### src/rtl/display_spi_arbiter.sv
// Two-requester arbiter in front of a display SPI engine: locks one owner for an
// atomic byte sequence, paces issues with a guard window and revokes idle locks.
module display_spi_arbiter #(
    parameter int unsigned GUARD_CYCLES  = 1,
    parameter int unsigned BURST_TIMEOUT = 1023
) (
    input  logic       clk,
    input  logic       rst_n,
    input  logic       r0_valid,
    input  logic [1:0] r0_cmd,
    input  logic [7:0] r0_byte,
    input  logic       r0_last,
    output logic       r0_accept,
    input  logic       r1_valid,
    input  logic [1:0] r1_cmd,
    input  logic [7:0] r1_byte,
    input  logic       r1_last,
    output logic       r1_accept,
    input  logic       dspi_ready,
    output logic [2:0] dspi_cmd,
    output logic [7:0] dspi_byte,
    output logic [1:0] grant,
    output logic       timeout_flag
);

    localparam logic [1:0] CMD_RESET      = 2'b01;
    localparam logic [3:0] GUARD_LAST_C   = 4'(GUARD_CYCLES - 1);
    localparam logic [9:0] TIMEOUT_LAST_C = 10'(BURST_TIMEOUT - 1);

    typedef enum logic [1:0] {
        ST_IDLE  = 2'b00,
        ST_OWNED = 2'b01,
        ST_ISSUE = 2'b10,
        ST_GUARD = 2'b11
    } state_t;

    state_t     state_r;
    logic       owner_r;
    logic       ptr_r;
    logic       release_r;
    logic [3:0] guard_cnt_r;
    logic [9:0] idle_cnt_r;

    logic       win_s;
    logic       sel_s;
    logic       sel_valid_s;
    logic       sel_last_s;
    logic [1:0] sel_cmd_s;
    logic [7:0] sel_byte_s;

    function automatic logic [1:0] onehot(input logic idx);
        if (idx) begin
            return 2'b10;
        end else begin
            return 2'b01;
        end
    endfunction

    // Select the candidate item: tie-break winner in IDLE, locked owner otherwise.
    always_comb begin
        win_s       = 1'b0;
        sel_s       = 1'b0;
        sel_valid_s = 1'b0;
        sel_last_s  = 1'b0;
        sel_cmd_s   = 2'b00;
        sel_byte_s  = 8'h00;
        if (r0_valid && r1_valid) begin
            win_s = ptr_r;
        end else if (r1_valid) begin
            win_s = 1'b1;
        end else begin
            win_s = 1'b0;
        end
        if (state_r == ST_IDLE) begin
            sel_s = win_s;
        end else begin
            sel_s = owner_r;
        end
        if (sel_s) begin
            sel_valid_s = r1_valid;
            sel_last_s  = r1_last;
            sel_cmd_s   = r1_cmd;
            sel_byte_s  = r1_byte;
        end else begin
            sel_valid_s = r0_valid;
            sel_last_s  = r0_last;
            sel_cmd_s   = r0_cmd;
            sel_byte_s  = r0_byte;
        end
    end

    // Arbitration FSM with all engine-facing outputs registered.
    always_ff @(posedge clk or negedge rst_n) begin
        if (!rst_n) begin
            state_r      <= ST_IDLE;
            owner_r      <= 1'b0;
            ptr_r        <= 1'b0;
            release_r    <= 1'b0;
            guard_cnt_r  <= 4'd0;
            idle_cnt_r   <= 10'd0;
            r0_accept    <= 1'b0;
            r1_accept    <= 1'b0;
            dspi_cmd     <= 3'b000;
            dspi_byte    <= 8'h00;
            grant        <= 2'b00;
            timeout_flag <= 1'b0;
        end else begin
            r0_accept    <= 1'b0;
            r1_accept    <= 1'b0;
            dspi_cmd     <= 3'b000;
            dspi_byte    <= 8'h00;
            timeout_flag <= 1'b0;
            case (state_r)
                ST_IDLE: begin
                    if (sel_valid_s && dspi_ready) begin
                        owner_r   <= sel_s;
                        grant     <= onehot(sel_s);
                        dspi_cmd  <= {1'b0, sel_cmd_s};
                        dspi_byte <= sel_byte_s;
                        r0_accept <= ~sel_s;
                        r1_accept <= sel_s;
                        release_r <= sel_last_s || (sel_cmd_s == CMD_RESET);
                        state_r   <= ST_ISSUE;
                    end
                end
                ST_OWNED: begin
                    if (sel_valid_s) begin
                        idle_cnt_r <= 10'd0;
                        if (dspi_ready) begin
                            dspi_cmd  <= {1'b0, sel_cmd_s};
                            dspi_byte <= sel_byte_s;
                            r0_accept <= ~owner_r;
                            r1_accept <= owner_r;
                            release_r <= sel_last_s || (sel_cmd_s == CMD_RESET);
                            state_r   <= ST_ISSUE;
                        end
                    end else if (idle_cnt_r == TIMEOUT_LAST_C) begin
                        // Owner went quiet too long: drop the lock and hand priority over.
                        idle_cnt_r   <= 10'd0;
                        timeout_flag <= 1'b1;
                        grant        <= 2'b00;
                        ptr_r        <= ~owner_r;
                        state_r      <= ST_IDLE;
                    end else begin
                        idle_cnt_r <= idle_cnt_r + 10'd1;
                    end
                end
                ST_ISSUE: begin
                    guard_cnt_r <= 4'd0;
                    state_r     <= ST_GUARD;
                end
                ST_GUARD: begin
                    if (guard_cnt_r == GUARD_LAST_C) begin
                        if (release_r) begin
                            grant   <= 2'b00;
                            ptr_r   <= ~owner_r;
                            state_r <= ST_IDLE;
                        end else begin
                            idle_cnt_r <= 10'd0;
                            state_r    <= ST_OWNED;
                        end
                    end else begin
                        guard_cnt_r <= guard_cnt_r + 4'd1;
                    end
                end
                default: begin
                    grant   <= 2'b00;
                    state_r <= ST_IDLE;
                end
            endcase
        end
    end

endmodule

### config.mk
export PLATFORM = sky130hd
export DESIGN_NAME = display_spi_arbiter
export DESIGN_NICKNAME = d
export VERILOG_FILES = /design/src/rtl/display_spi_arbiter.sv
export SDC_FILE = /design/constraint.sdc
export NUM_CORES = 1
export LEC_CHECK = 0
export ABC_AREA = 1
export BUFFER_PORTS_ARGS = -buffer_cell sky130_fd_sc_hd__buf_2
export CAP_MARGIN = 20
export CORE_ASPECT_RATIO = 1.1
export CORE_MARGIN = 1
export CORE_UTILIZATION = 53
export DETAILED_ROUTE_END_ITERATION = 16
export PLACE_DENSITY = 0.79
export SYNTH_ARGS = -nofsm -noshare
export SYNTH_HDL_FRONTEND = slang
export SYNTH_SLANG_ARGS = --single-unit
### constraint.sdc
create_clock -name clk -period 2 [get_ports clk]
set_input_delay 0.3 -clock clk [delete_from_list [all_inputs] [get_ports clk]]
set_output_delay 0.3 -clock clk [all_outputs]
set_load 0.01 [all_outputs]
**Yosys cells after proc, flatten, opt, wreduce, memory -nomap -nowiden**

Index checks and enable logic that the tools add are counted.

- Word-level logic and storage cells: 103
- Output and inout port bits: 16
- Flip-flop bits (word level): 35
- Input bits: 27

- Equality and inequality tests: 16
- Bitwise logic cells: 2
- Mux-type cells: 55
- Reduce and logical (&&, ||, !) cells: 16
- $add $sub $neg: 2

Operators with widths:

| kind | number |
|---|---|
| two-way mux 10 bit | 4 |
| two-way mux 8 bit | 4 |
| two-way mux 2 bit | 14 |
| two-way mux 1 bit | 22 |
| case mux 10 bit (2 select lines) | 1 |
| != test 2 bit (second input constant) | 8 |
| case mux 8 bit (2 select lines) | 1 |
| adder 10 x 1 -> 10 bit (second input constant) | 1 |
| == test 10 bit (second input constant) | 1 |
| case mux 1 bit (2 select lines) | 4 |
| case mux 2 bit (4 select lines) | 1 |
| case mux 4 bit (2 select lines) | 1 |
| AND reduction 4 bit | 2 |
| != test 3 bit (second input constant) | 2 |
| case mux 2 bit (3 select lines) | 1 |
| AND reduction 6 bit | 1 |
| nonzero test 2 bit | 3 |
| AND reduction 5 bit | 1 |
| adder 4 x 1 -> 4 bit (second input constant) | 1 |
| == test 2 x 1 -> 1 bit (second input constant) | 2 |
| == test 2 bit (second input constant) | 2 |
| zero test 4 bit | 1 |
| two-way mux 4 bit | 1 |
| case mux 2 bit (2 select lines) | 1 |
| other kinds (8) | 11 |

**Logic depth before layout (Yosys ltp)**

- Depth in word-level cells: 9
- Mapped depth: 11
- Mapped depth without buffers: 11

**Worst setup path before layout**

Ideal clock, no wire load.

- Path kind: register -> register
- From: register guard_cnt_r[0]
- To: register idle_cnt_r[3]
- Arrival time: 1347 ps
- Required time: 1885 ps
- Stages on the path, launching flop included: 11
- Period minus slack after synthesis: 1463 ps
- Path buffers: 1
- Path slack: 537 ps
- Setup time: 115 ps
- Cells stage by stage: dfrtp_1 > inv_1 > ha_1 > nand3_1 > nand2_4 > nand2_1 > a21oi_2 > buf_6 > nand2_1 > nand2_1 > nor2_1

- Cells in the longest elaborated chain, start to end: 3

Ends and longest elaborated chain:

| item | RTL line | text |
|---|---|---|
| start: declaration | 41 | `logic [3:0] guard_cnt_r;` |
| start signal: assignment | 163 | `guard_cnt_r <= guard_cnt_r + 4'd1;` |
| zero test 4 bit | 153 | `if (guard_cnt_r == GUARD_LAST_C) begin` |
| != test 2 bit (no line) | - |  |
| AND reduction 3 bit (no line) | - |  |
| end signal: assignment | 145 | `idle_cnt_r <= idle_cnt_r + 10'd1;` |
| end: declaration | 42 | `logic [9:0] idle_cnt_r;` |

Every way passes these cells.
A chain may end at the register's enable or synchronous reset.

**Worst setup path after layout**

Same ends and word-level chain as after synthesis.

==> run summary <==
The first global-routing pass estimated ~6500 um of wire. The measured slew at the worst slew-check pin is 0.720 ns. The number of global-route vias before repair came out at around 1500. The number of vias in the routed layout is between 1500 and 2000. The top achievable clock speed is 594 MHz. The quantity of hold-fixing buffers added after cts is 0. By count the netlist is led by 54 x nand2_1, 36 x nor2_1, 34 x dfrtp_1. The TritonCTS sink count came out at 34. The remaining max-slew budget at the tightest pin came out at 52.0%. The standard cell core area came out at 0.00330 mm^2. The final number of hold-violating endpoints came out at 0.

The cell sitting at the root of the clock tree is a clkbuf_4. The source-to-sink clock delay at the later pin of the worst-skew pair came out at ~0.33 ns. The number of buffers created by CTS is 5. The timing startpoint of the critical path is guard_cnt_r[0]. Counting flops with an async set or reset pin after synthesis yields a share of 100%.

In the synthesized netlist the dominant register cell turns out to be dfrtp_1. In the final timing run, aggregate negative setup slack is 0 ns. The die area came out at 0.00369 mm^2.

The final reports fail on DRC. STA classifies the critical path endpoint as a register. The final net count is 309. The placed standard-cell area came out at a little over 0.002 mm^2.

In the post-synthesis netlist, the biggest area contributors are dfrtp_1 47%, nand2_1 11%, nor2_1 7.4%. The detail route stage leaves a number of antenna-violating nets equal to 0. The number of buffers added for setup after CTS is 0. The worst-case IR drop observed on VDD is 733 uV.

The depth of the most critical reg-to-reg path is 11. The total detailed-routing wirelength came out at ~3700 um. Setup repair after global routing left no endpoint under its margin. The final count of negative-setup-slack endpoints came out at 0.

The number of max-cap violations is 0. Once detailed placement completed, the half-perimeter wirelength came to 2830 um. Synthesis handed over a netlist of 233 instances. The die is 63.6 um tall. The number of vias per cell is approximately 5. The arrival time of the worst setup path is 1.96 ns.

The total congestion overflow after global routing came out at 0. The filler cell count in the final layout is between 200 and 300. The TritonCTS clock tree is done. The post-synthesis instance area came out at ~0.0018 mm^2. The startpoint kind of the worst setup timing path is a register. The number of buffers on the longest clock path came out at 2.

The highest cell delay on the worst timing path came out at around 0.42 ns. For this design the static power due to leakage is between 1 and 1.5 nW. The power per standard cell area is 1130 mW/mm^2.

For this design the top-level I/O count stands at 43. The synthesized netlist contains 30 unique library cells. The number of placement rows came out at 22. The total track usage came out at 23.2%. The number of DRC violations after detailed-routing iteration 0 is 66. The initial antenna violation count came out at 0. The Yosys step of the flow raised 0 warnings. The final cycle utilization of the critical path is 84.2%.

The clock edge transition at the registers on the reported setup and hold paths came out at 0.11 ns. During placement, the flow inserted port buffers numbering 41. The mean area per synthesized cell came out at 7.84 um^2. Synthesis produced a netlist with a net count of 264.

The portion of synthesized cell area occupied by the leading cell type came out at 46.6%. Compared with the post-synthesis result, the final layout area differs by 16.7%. The setup path with the least slack is of type register to register. Of the cells placed in the final design, the portion with a size suffix greater than 1 is 24.4%. The design area is 0.00213 mm^2. The final number of max-transition violations came out at 0. The repair_antennas step left the layout with diodes totalling 0. The setup slack of the worst register-to-register path came out at 0.32 ns.

The highest net fanout along the worst path came out at 14. The required time of the worst setup path is 2.28 ns. In this run the critical register-to-register path is launched from guard_cnt_r[0]. The flow ran to the end, but the final reports show violations. By instance count, the leading cell after synthesis is nand2_1. The cell with the biggest individual delay on the critical path is dfrtp_1.

The number of synthesized flops with an enable pin came out at 0. The largest area contributor in the synthesized netlist is dfrtp_1. The pin count of the biggest net entering global routing is 35. The number of levels the H-tree was split into came out at 2. The routability congestion estimate came out at just under 0.9. The detailed-route wire length per cell came out at 11.7 um.

The x dimension of the die came out at 58.0 um. The min-delay analysis places its worst path in the category input pin to asynchronous set/reset pin. In this run, synthesis produced a sequential element count of 34.

The DRC violation count after routing came out at 2. The endpoint identified for the worst register-to-register timing path is idle_cnt_r[3]. The signal on the critical path passes through inv_1 > ha_1 > nand3_1 > nand2_4 > nand2_1 > a21oi_2 > buf_4 > inv_2 > o21ai_2 > nand2_1 > nor2_1. The smallest clock period supported by the final layout is computed as ~1.7 ns. The starting density of the core came out at between 50% and 60%. The cell that appears most often on the critical path is nand2_1. The post-route core utilization came out at 64.5%.

The fraction of the yosys area taken by sequential cells came out at 46.6%. The first TritonRoute pass finished after 10 iterations. After clock tree synthesis, the repair step resized 0 gates. For the final database, setup skew stands at 0.00531 ns. Following the worst setup path forward leads to its endpoint at idle_cnt_r[3].
-- flip-flops by register name, summed over array words and instances, names as in the netlist, 2 cells and up --
signal	flops
dspi_cmd	2
state_r	2
dspi_byte	8
grant	2
guard_cnt_r	4
idle_cnt_r	10
-- through the flow --
stage               instances  hold slack (ns)  total power, mW  setup slack [ns]
floorplan                 233          0.00441             1.66             0.537
global placement          307            0.401             1.90             0.382
detailed placement        307            0.406             1.92             0.326
CTS                       315           0.0203             2.43             0.300
global route              315           0.0514             2.63             0.174
finish                    315          0.00403             2.40             0.316
-- power by group --
group / total [mW] / switching [mW] / internal [mW]
logic: 0.961 / 0.644 / 0.317
registers: 0.941 / 0.111 / 0.830
clock network: 0.500 / 0.238 / 0.262
-- layout make-up --
type | instances | area, um^2 | share of cell area (%)
multi-input combinational | 164 | 821 | 38.5
tap | 36 | 45.0 | 2.11
sequential | 34 | 851 | 39.9
clock buffer | 5 | 37.5 | 1.76
clock inverter | 3 | 45.0 | 2.11
inverter | 30 | 113 | 5.28
timing repair buffer | 43 | 220 | 10.3
-- layout by cell type, fill, tap and decap left out, types with 3 or more instances in the layout --
| cell | instances |
|---|---|
| nand4_1 | 4 |
| nand3_1 | 14 |
| dfrtp_1 | 34 |
| nor2_1 | 36 |
| nor3_2 | 3 |
| ha_1 | 4 |
| xor2_1 | 5 |
| inv_1 | 25 |
| o21ai_0 | 12 |
| a21oi_1 | 4 |
| nand2_1 | 54 |
| clkbuf_4 | 5 |
| nor3_1 | 8 |
| buf_2 | 41 |
| inv_2 | 5 |
-- how the worst min path moves through the flow --
stage	depth (start not counted)	from	slack, ns	end
after detailed placement	1	rst_n	0.41	idle_cnt_r[5]
after global routing	1	rst_n	0.05	idle_cnt_r[5]
after global placement	1	rst_n	0.40	idle_cnt_r[5]
after CTS	1	rst_n	0.02	idle_cnt_r[5]
after floorplan	0	rst_n	0.004	dspi_byte[0]
final	1	rst_n	0.004	idle_cnt_r[3]
-- worst max-delay path, delay by kind of cell, from the launching register on --
kind                     cells  cell delay (ns)
AO/OA/AOI/OAI                2             0.22
buffers and inverters        3             0.38
AND/OR/NAND/NOR              5             0.46
flip-flops                   1             0.42
adder cells (fa/ha/maj)      1             0.15
-- logic make-up after synthesis --
logic type,synth area share (%)
AND/OR/NAND/NOR,31.0
buffers and inverters,8.49
flip-flops,46.6
AO/OA/AOI/OAI,8.08
XOR/XNOR,2.88
adder cells (fa/ha/maj),2.74
other,0.205
-- metal layers --
layer  GRT usage, %  part of all wire [%]
met1           27.8                    44
met2           37.9                    49
met3           6.57                   4.3
met4           10.7                   2.5
met5              0                     0
No activity file was read; power rests on OpenSTA's default activity.
